`config.mk`:
```
export PLATFORM = sky130hd
export DESIGN_NAME = ps2_dir_receiver_flat
export DESIGN_NICKNAME = d
export VERILOG_FILES = /design/src/rtl/ps2_dir_receiver_if.sv /design/src/rtl/ps2_dir_receiver.sv /design/src/flat_wrapper.sv
export SDC_FILE = /design/constraint.sdc
export NUM_CORES = 1
export LEC_CHECK = 0
export CAP_MARGIN = 20
export CORE_ASPECT_RATIO = 0.7
export CORE_UTILIZATION = 27
export CTS_BUF_LIST = sky130_fd_sc_hd__clkbuf_8
export DETAILED_ROUTE_END_ITERATION = 10
export DONT_BUFFER_PORTS = 1
export GPL_ROUTABILITY_DRIVEN = 0
export GPL_TIMING_DRIVEN = 1
export PLACE_DENSITY = 0.49
export SYNTH_ARGS = -nofsm -noshare
export SYNTH_HDL_FRONTEND = slang
export SYNTH_SLANG_ARGS = --single-unit
```
`constraint.sdc`:
```
create_clock -name clk -period 4.2 [get_ports clk]
set_input_delay 0.42 -clock clk [delete_from_list [all_inputs] [get_ports clk]]
set_output_delay 0.42 -clock clk [all_outputs]
set_load 0.01 [all_outputs]
```
`src/rtl/ps2_dir_receiver_if.sv`:
```
// Bus between the PS/2 receiver and the snake game FSM.
// The master side is the receiver; the slave side is the keyboard pins plus the game consumer.
interface ps2_dir_receiver_if;
  logic       PS2_CLK;
  logic       PS2_DATA;
  logic [1:0] DIR;
  logic       DIR_VALID;
  logic [7:0] SCAN;
  logic       ERR;
  logic [1:0] fsm_state;

  // Handshake: DIR_VALID is a one-cycle strobe with no ready/backpressure.
  // DIR is stable between strobes, so a consumer may sample it at any time.
  // A strobe marks a newly accepted direction, which may equal the previous one.
  // ERR is a one-cycle strobe for a dropped frame and is never high with DIR_VALID.
  // fsm_state mirrors the frame FSM: 0 idle, 1 data, 2 parity, 3 stop.
  modport master (
    input  PS2_CLK,
    input  PS2_DATA,
    output DIR,
    output DIR_VALID,
    output SCAN,
    output ERR,
    output fsm_state
  );

  modport slave (
    output PS2_CLK,
    output PS2_DATA,
    input  DIR,
    input  DIR_VALID,
    input  SCAN,
    input  ERR,
    input  fsm_state
  );
endinterface

```
`src/rtl/ps2_dir_receiver.sv`:
```
// PS/2 device-to-host frame receiver that turns arrow-key make codes into a 2-bit direction.
// Optional macro PS2_WASD_EN also maps the non-extended W/S/A/D make codes.
module ps2_dir_receiver #(
  parameter int unsigned TIMEOUT_CYC = 100000,
  parameter logic [1:0]  DIR_RESET   = 2'b11
) (
  input logic                clk,
  input logic                RST,
  ps2_dir_receiver_if.master bus
);

  localparam int unsigned TW = $clog2(TIMEOUT_CYC + 1);

  typedef enum logic [1:0] {
    IDLE   = 2'd0,
    DATA   = 2'd1,
    PARITY = 2'd2,
    STOP   = 2'd3
  } state_t;

  state_t        state;
  logic [1:0]    clk_sync;
  logic [1:0]    data_sync;
  logic          clk_prev;
  logic          fall;
  logic          data_bit;
  logic [7:0]    shreg;
  logic [2:0]    bitcnt;
  logic          par_bit;
  logic [TW-1:0] tcnt;
  logic          ext;
  logic          brk;
  logic [1:0]    dir_q;
  logic          dir_valid_q;
  logic [7:0]    scan_q;
  logic          err_q;
  logic          frame_good;
  logic          timeout_hit;
  logic [2:0]    hit;

  // Returns {hit, dir}; hit=0 means the code does not steer the snake.
  function automatic logic [2:0] lookup(input logic [7:0] code, input logic is_ext);
    logic [2:0] r;
    r = 3'b000;
    if (is_ext) begin
      case (code)
        8'h75:   r = 3'b100;
        8'h72:   r = 3'b101;
        8'h6B:   r = 3'b110;
        8'h74:   r = 3'b111;
        default: r = 3'b000;
      endcase
    end
`ifdef PS2_WASD_EN
    else begin
      case (code)
        8'h1D:   r = 3'b100;
        8'h1B:   r = 3'b101;
        8'h1C:   r = 3'b110;
        8'h23:   r = 3'b111;
        default: r = 3'b000;
      endcase
    end
`endif
    return r;
  endfunction

  // Synchronisers idle high so a reset never fakes a falling edge.
  always_ff @(posedge clk or negedge RST) begin
    if (!RST) begin
      clk_sync  <= 2'b11;
      data_sync <= 2'b11;
      clk_prev  <= 1'b1;
    end else begin
      clk_sync  <= {clk_sync[0], bus.PS2_CLK};
      data_sync <= {data_sync[0], bus.PS2_DATA};
      clk_prev  <= clk_sync[1];
    end
  end

  assign fall     = clk_prev & ~clk_sync[1];
  assign data_bit = data_sync[1];

  // Frame is judged on the stop-bit fall so the result lands one cycle later.
  assign frame_good  = fall && (state == STOP) && data_bit && (^{shreg, par_bit});
  assign timeout_hit = !fall && (state != IDLE) && (tcnt == TW'(TIMEOUT_CYC - 1));

  always_comb begin
    hit = lookup(shreg, ext);
  end

  always_ff @(posedge clk or negedge RST) begin
    if (!RST) begin
      state       <= IDLE;
      shreg       <= 8'h00;
      bitcnt      <= 3'd0;
      par_bit     <= 1'b0;
      tcnt        <= '0;
      ext         <= 1'b0;
      brk         <= 1'b0;
      dir_q       <= DIR_RESET;
      dir_valid_q <= 1'b0;
      scan_q      <= 8'h00;
      err_q       <= 1'b0;
    end else begin
      dir_valid_q <= 1'b0;
      err_q       <= 1'b0;
      if (timeout_hit) begin
        state <= IDLE;
        tcnt  <= '0;
        err_q <= 1'b1;
        ext   <= 1'b0;
        brk   <= 1'b0;
      end else if (fall) begin
        tcnt <= '0;
        case (state)
          IDLE: begin
            // A high start bit is a line glitch and is silently ignored.
            if (!data_bit) begin
              state  <= DATA;
              bitcnt <= 3'd0;
            end
          end
          DATA: begin
            shreg  <= {data_bit, shreg[7:1]};
            bitcnt <= bitcnt + 3'd1;
            if (bitcnt == 3'd7) state <= PARITY;
          end
          PARITY: begin
            par_bit <= data_bit;
            state   <= STOP;
          end
          STOP: begin
            state <= IDLE;
            if (frame_good) begin
              scan_q <= shreg;
              if (shreg == 8'hE0) begin
                ext <= 1'b1;
              end else if (shreg == 8'hF0) begin
                brk <= 1'b1;
              end else begin
                ext <= 1'b0;
                brk <= 1'b0;
                if (!brk && hit[2]) begin
                  dir_q       <= hit[1:0];
                  dir_valid_q <= 1'b1;
                end
              end
            end else begin
              err_q <= 1'b1;
              ext   <= 1'b0;
              brk   <= 1'b0;
            end
          end
          default: state <= IDLE;
        endcase
      end else if (state != IDLE) begin
        tcnt <= tcnt + 1'b1;
      end
    end
  end

  assign bus.DIR       = dir_q;
  assign bus.DIR_VALID = dir_valid_q;
  assign bus.SCAN      = scan_q;
  assign bus.ERR       = err_q;
  assign bus.fsm_state = state;

endmodule

```
`src/flat_wrapper.sv`:
```
// flat-port wrapper written by rule: the top's interface ports become plain ports
module ps2_dir_receiver_flat 
#(
  parameter int unsigned TIMEOUT_CYC = 100000,
  parameter logic [1:0]  DIR_RESET   = 2'b11
)
  (clk, RST, bus_PS2_CLK, bus_PS2_DATA, bus_DIR, bus_DIR_VALID, bus_SCAN, bus_ERR, bus_fsm_state);
  ps2_dir_receiver_if bus_i ();
  input logic clk;
  input logic RST;
  input wire logic [$bits(bus_i.PS2_CLK)-1:0] bus_PS2_CLK;
  input wire logic [$bits(bus_i.PS2_DATA)-1:0] bus_PS2_DATA;
  output wire logic [$bits(bus_i.DIR)-1:0] bus_DIR;
  output wire logic [$bits(bus_i.DIR_VALID)-1:0] bus_DIR_VALID;
  output wire logic [$bits(bus_i.SCAN)-1:0] bus_SCAN;
  output wire logic [$bits(bus_i.ERR)-1:0] bus_ERR;
  output wire logic [$bits(bus_i.fsm_state)-1:0] bus_fsm_state;
  assign bus_i.PS2_CLK = bus_PS2_CLK;
  assign bus_i.PS2_DATA = bus_PS2_DATA;
  assign bus_DIR = bus_i.DIR;
  assign bus_DIR_VALID = bus_i.DIR_VALID;
  assign bus_SCAN = bus_i.SCAN;
  assign bus_ERR = bus_i.ERR;
  assign bus_fsm_state = bus_i.fsm_state;
  ps2_dir_receiver #(.TIMEOUT_CYC(TIMEOUT_CYC), .DIR_RESET(DIR_RESET)) u_core (.clk(clk), .RST(RST), .bus(bus_i));
endmodule
```
# Yosys cells after proc, flatten, opt, wreduce, memory -nomap -nowiden
# Index checks and enable logic that the tools add are counted.
[classes]
addsub = 2
eq_ne = 16
muxes = 35
bitwise = 5
n_reduce_logical = 23
[op_table]
columns = ["cell", "n"]
rows = [
  ["$mux W17", 3],
  ["$eq A8 B7 Y1 const B", 4],
  ["$mux W1", 23],
  ["$add A17 B1 Y17 const B", 1],
  ["$eq A17 B17 Y1 const B", 1],
  ["$eq A8 B8 Y1 const B", 2],
  ["$reduce_and A3 Y1", 5],
  ["$pmux W3 S4", 1],
  ["$reduce_xor A9 Y1", 1],
  ["$mux W2", 4],
  ["$pmux W2 S4", 1],
  ["$reduce_and A4 Y1", 2],
  ["$reduce_bool A2 Y1", 4],
  ["$reduce_and A7 Y1", 1],
  ["$logic_and A1 B1 Y1", 6],
  ["$mux W3", 2],
  ["$ne A3 B3 Y1 const B", 2],
  ["$pmux W3 S2", 1],
  ["$eq A2 B2 Y1 const B", 2],
  ["$ne A4 B4 Y1 const B", 1],
  ["$not A1 Y1", 4],
  ["$add A3 B1 Y3 const B", 1],
  ["$eq A3 B3 Y1 const B", 1],
  ["$ne A3 B1 Y1 const B", 1],
  ["6 further kinds", 7],
]
[totals]
ff_bits = 50
in_bits = 4
output_inout_bits = 14
word_cells = 95

# Longest topological paths before layout
[depth]
ltp_word = 11
ltp_mapped = 7
depth_no_buf = 7

# Worst setup path after synthesis
# OpenSTA, ideal clock, no wires.
[synth_timing]
path_kind = "register to register"
from = "register u_core.shreg[1]"
to = "register u_core.scan_q[1], in the netlist u_core.bus.SCAN[1]"
setup_time_ns = 0.125
arrival_ns = 1.820
required_time_ns = 4.075
setup_slack_ns = 2.255
stages_incl_launch_ff = 6
path_buffers = 1
period_less_slack_ns = 1.945
cell_sequence = "dfrtp_1 > xor2_1 > xnor3_1 > mux2i_2 > buf_6 > mux2_2"
[synth_between]
elab_chain_cells = 3
[synth_rtl]
columns = ["item", "line", "text"]
rows = [
  ["start, declared", "ps2_dir_receiver.sv:27", "logic [7:0] shreg;"],
  ["start signal, assigned", "ps2_dir_receiver.sv:125", "shreg <= {data_bit, shreg[7:1]};"],
  ["$reduce_xor A9 Y1", "ps2_dir_receiver.sv:85", "assign frame_good = fall && (state == STOP) && data_bit && (^{shreg, par_bit});"],
  ["$logic_and A1 B1 Y1", "ps2_dir_receiver.sv:85", ""],
  ["$reduce_and A4 Y1 (no source line)", "--", ""],
  ["end signal, assigned", "ps2_dir_receiver.sv:136", "scan_q <= shreg;"],
  ["end, declared", "ps2_dir_receiver.sv:35", "logic [7:0] scan_q;"],
]
# Parallel ways exist; a longest one is shown, timed or not.
# A chain may end at the register's enable or synchronous reset.

# Worst setup path in the final report
[layout_timing]
from = "register u_core.shreg[2]"
to = "register u_core.scan_q[3], in the netlist u_core.bus.SCAN[3]"
[layout_between]
elab_chain_cells = 3
[layout_rtl]
columns = ["item", "line"]
rows = [
  ["$reduce_xor A9 Y1", "ps2_dir_receiver.sv:85"],
  ["$logic_and A1 B1 Y1", "ps2_dir_receiver.sv:85"],
  ["$reduce_and A4 Y1 (no source line)", "--"],
]
# No other way between the ends.

==> results list <==
- Status: finished, final reports clean
* Starting utilization of the core area: between 20 and 30%
- By area the synthesized netlist is led by dfrtp_1 44%, mux2_2 8.3%, dfstp_2 7.5%.
* Number of maximum-capacitance violations: 0
* Final setup violating endpoints: 0
- The total overflow left after global routing is 0.
- Hold_ws: 101 ps
- The multi-input combinational cells in the finished layout cover a total of 1150 sq um.
* Flops & latches, synth: 50
* Hold Path Cell Cnt: 0
- Width of the die: 116 um
- Clock Skews: between 8 and 9 ps
* Number of vias per cell after detailed routing: 4.76
* Sum of routed wire length over all layers: 4920 um
- The worst setup path is captured at a register.
* Adder and majority gate portion of the synthesized area: between 4 and 5%
- Relative slew margins: 41.6%
- After synthesis, the share of cell area in mux cells is 9.43%.
* CTS tree: done
* End point of the most critical hold path: u_core.data_sync[0]
- The synthesized netlist devotes under 10% of its cell area to XOR and XNOR gates.
* Worst min-delay path category: primary input to register
- Share of total power in combinational logic: between 20 and 30%
- For the pin with the worst max-slew slack, the measured transition is 860 ps.
* Antenna fix cells: 0
* Minimum setup slack among reg-to-reg paths: ~1800 ps
- Number of violations reported at the end of detailed-routing iteration 0: around 140
* Signal arrival time at the worst endpoint: 2630 ps
- Number of buffers created by CTS: 5
- Max Freq: between 0.4 and 0.5 GHz
- Summing the areas of all compound-gate instances in the mapped netlist gives 10.0% of the synthesized area.
- Sorting the synthesized cells by how often they occur yields 43 x dfrtp_1, 18 x mux2_2, 18 x nor2_1, 13 x nand2_1, 12 x a21oi_1.
* Average instance area after synthesis: 11.2 sq um
- The first global-routing pass estimated 8070 um of wire.
- In this run the power density over the cells is 511 nW/um^2.
- Summing the areas of all and, or, nand and nor instances in the mapped netlist gives approximately 17% of the synthesized area.
- Summed over all nets, the switching power comes to 0.458 mW.
* Area share of the largest cell type after synthesis: 43.9%
- Number of nets produced by synthesis: 232
* Port Buffer Count: 0
- Sequential fraction of the synthesis area: 51.4%
* Maximum resistive drop on vdd: 0.300 mV
- Layout Nets: about 240
- Post-DP HPWL: 3500 um
- The largest total area in the synthesized netlist belongs to dfrtp_1.
- Most common flop cell mapped by yosys: dfrtp_1
* Iteration count of the initial detailed-routing pass: 4
* Buffer depth of the longest clock path: 2
- Fraction of the cycle the final worst path needs: 58.1%
- Summed over all cells, the static leakage comes to 1.16 nW.
* Clock root buffer: clkbuf_8
* End of the worst register-to-register path: u_core.bus.SCAN[3]
- Maximum number of pins on one net before global-route repair: 51
* Share of total power in the clock network: between 20% and 30%
- By area, the combinational part of the netlist is dominated by simple AND/OR/NAND/NOR gates.
* Launching element type of the critical path: register
* Total number of yosys warnings: 0
* Number of fillers in the final layout: 915
- Unrepaired setup endpoints after global routing: false
- Number of placed I/O pins: 18
* Number of enable-type register cells in the synthesized netlist: 0
* Insertion delay to the later sink of the worst-skew pair: 310 ps
- Counting flops with an async set or reset pin after synthesis yields a share of 100%.
- H-tree depth reported by CTS: 2
- Std-Cell Core Area: roughly 8600 sq um
- Slew Viols, Final: 0
- Wirelength per Cell: 14.2 um
- The mapped netlist covers 2450 sq um.
- From synthesis to final layout, the design area changed by 11.2%.
- Synth cell types: 45
- The worst setup path is of the register to register kind.
* Highest fanout seen on the critical path: 13
- The hold violation total from the final report was 0.
- Area of the die: roughly 9500 sq um
- After clock tree synthesis, the clock-pin slew on the worst setup and hold paths is 90 ps.
- Number of placement rows: 28
* Final routed DRC violation total: 0
* Beginning of the worst hold path: bus_PS2_DATA
- In the final layout, the share of cells above drive strength 1 is 17.7%.
- Path depth of the worst reg2reg path: 4
- Period minus WS final: 2440 ps
- Registers take roughly 1300 sq um.
* Clock sink count: 50
* Number of global-route vias before repair: 1,558
- In the synthesized netlist, the number of instances is 220.
* Die Y-Extent: 81.8 um
* Register share of total power: 50.7%
* Antenna violations before repair: 0
* Reg-to-Reg Start: u_core.shreg[2]
* Routed Antenna Nets: 0
* Overall via count from detail_route: 1,647
- Req. time, crit path: 4390 ps
- Among all cell types in the netlist, the one instantiated most often is dfrtp_1.
- GR Util All Layers: 11.4%
* Summed negative setup slack over all endpoints: 0 ps
- Internal portion of total power: 0.935 mW
- Of the total power, the share spent switching nets is around a third.
==> power groups by stage <==
stage | clock network, mW | registers, mW | logic (mW)
5_1_grt | 0.346 | 0.727 | 0.422
3_3_place_gp | 0 | 0.714 | 0.359
2_1_floorplan | 0 | 0.669 | 0.327
3_5_place_dp | 0 | 0.715 | 0.363
4_1_cts | 0.326 | 0.706 | 0.380
6_report | 0.312 | 0.707 | 0.374
==> routing by layer <==
| metal | vias up | GRT usage (%) | wire length [um] |
|---|---|---|---|
| met5 | - | 0 | 0 |
| met1 | 800 | 17.8 | 2750 |
| met4 | 0 | 3.97 | 74 |
| met3 | 7 | 3.69 | 260 |
| met2 | 33 | 14.0 | 1840 |
| li1 | 807 | - | - |
==> registers in the layout, indices dropped and copies added, names as in the netlist <==
name / count
u_core.bitcnt: 3
u_core.clk_prev: 1
u_core.shreg: 8
u_core.bus.SCAN: 8
u_core.ext: 1
u_core.bus.fsm_state: 2
u_core.brk: 1
u_core.par_bit: 1
u_core.tcnt: 17
u_core.bus.ERR: 1
u_core.bus.DIR: 2
u_core.data_sync: 2
u_core.clk_sync: 2
u_core.bus.DIR_VALID: 1
==> metrics by stage <==
step / instances / setup WS [ps] / area [sq um] / utilization (%) / power [mW]
2_1_floorplan: 220 / 2250 / 2450 / - / 0.996
3_3_place_gp: 336 / 1800 / 2580 / 30.0 / 1.07
3_5_place_dp: 336 / 1740 / 2580 / 30.0 / 1.08
4_1_cts: 346 / 1740 / 2730 / 31.6 / 1.41
5_1_grt: 346 / 1540 / 2730 / 31.6 / 1.49
6_report: 346 / 1760 / 2730 / 31.6 / 1.39
==> layout make-up <==
cell class	count	share of cell area (%)
sequential	50	46.2
multi-input combinational	160	42.1
tap	120	5.50
clock buffer	7	3.53
timing repair buffer	3	1.65
inverter	5	0.688
clock inverter	1	0.321
==> layout by cell type (no fill, tap or decap), types with 3 or more instances in the layout <==
cell type / count
xnor2_1: 5
nor2_1: 18
nand2_1: 13
nor3_1: 7
xor2_1: 7
dfstp_2: 7
mux2_2: 18
nand3_1: 11
nand2b_1: 4
clkbuf_8: 7
nor2b_1: 4
o21ai_0: 8
and2_1: 3
inv_1: 5
a21oi_1: 12
nand4_1: 6
dfrtp_1: 43
ha_1: 8
nand4b_1: 4
==> cells by family after synthesis <==
kind of cell    Yosys count
compound gates           38
xor+xnor                 14
fa+ha+maj                 8
buf+inv                  10
flops                    50
mux                      20
simple gates             80
==> critical path: stages (launching register included) <==
cell and delay [ps]:
dfrtp_1 490, xor2_1 240, xnor3_1 460, mux2i_2 710
mux2_2 420
==> repair_timing <==
item | 4_1_cts | 5_1_grt
hold buffers | 2 | 0
buffers inserted | 0 | 0
endpoints found under the hold margin | 50 | 0
resized for setup | 0 | 0
==> worst max path at each step <==
stage	startpoint	endpoint
after detailed placement	u_core.shreg[2]	u_core.bus.SCAN[3]
after global routing	u_core.bus.fsm_state[0]	u_core.tcnt[12]
after global placement	u_core.shreg[4]	u_core.bus.SCAN[2]
after floorplan	u_core.shreg[1]	u_core.bus.SCAN[1]
final	u_core.shreg[2]	u_core.bus.SCAN[3]
after CTS	u_core.shreg[2]	u_core.bus.SCAN[3]
Power figures use the tool's default switching activity.
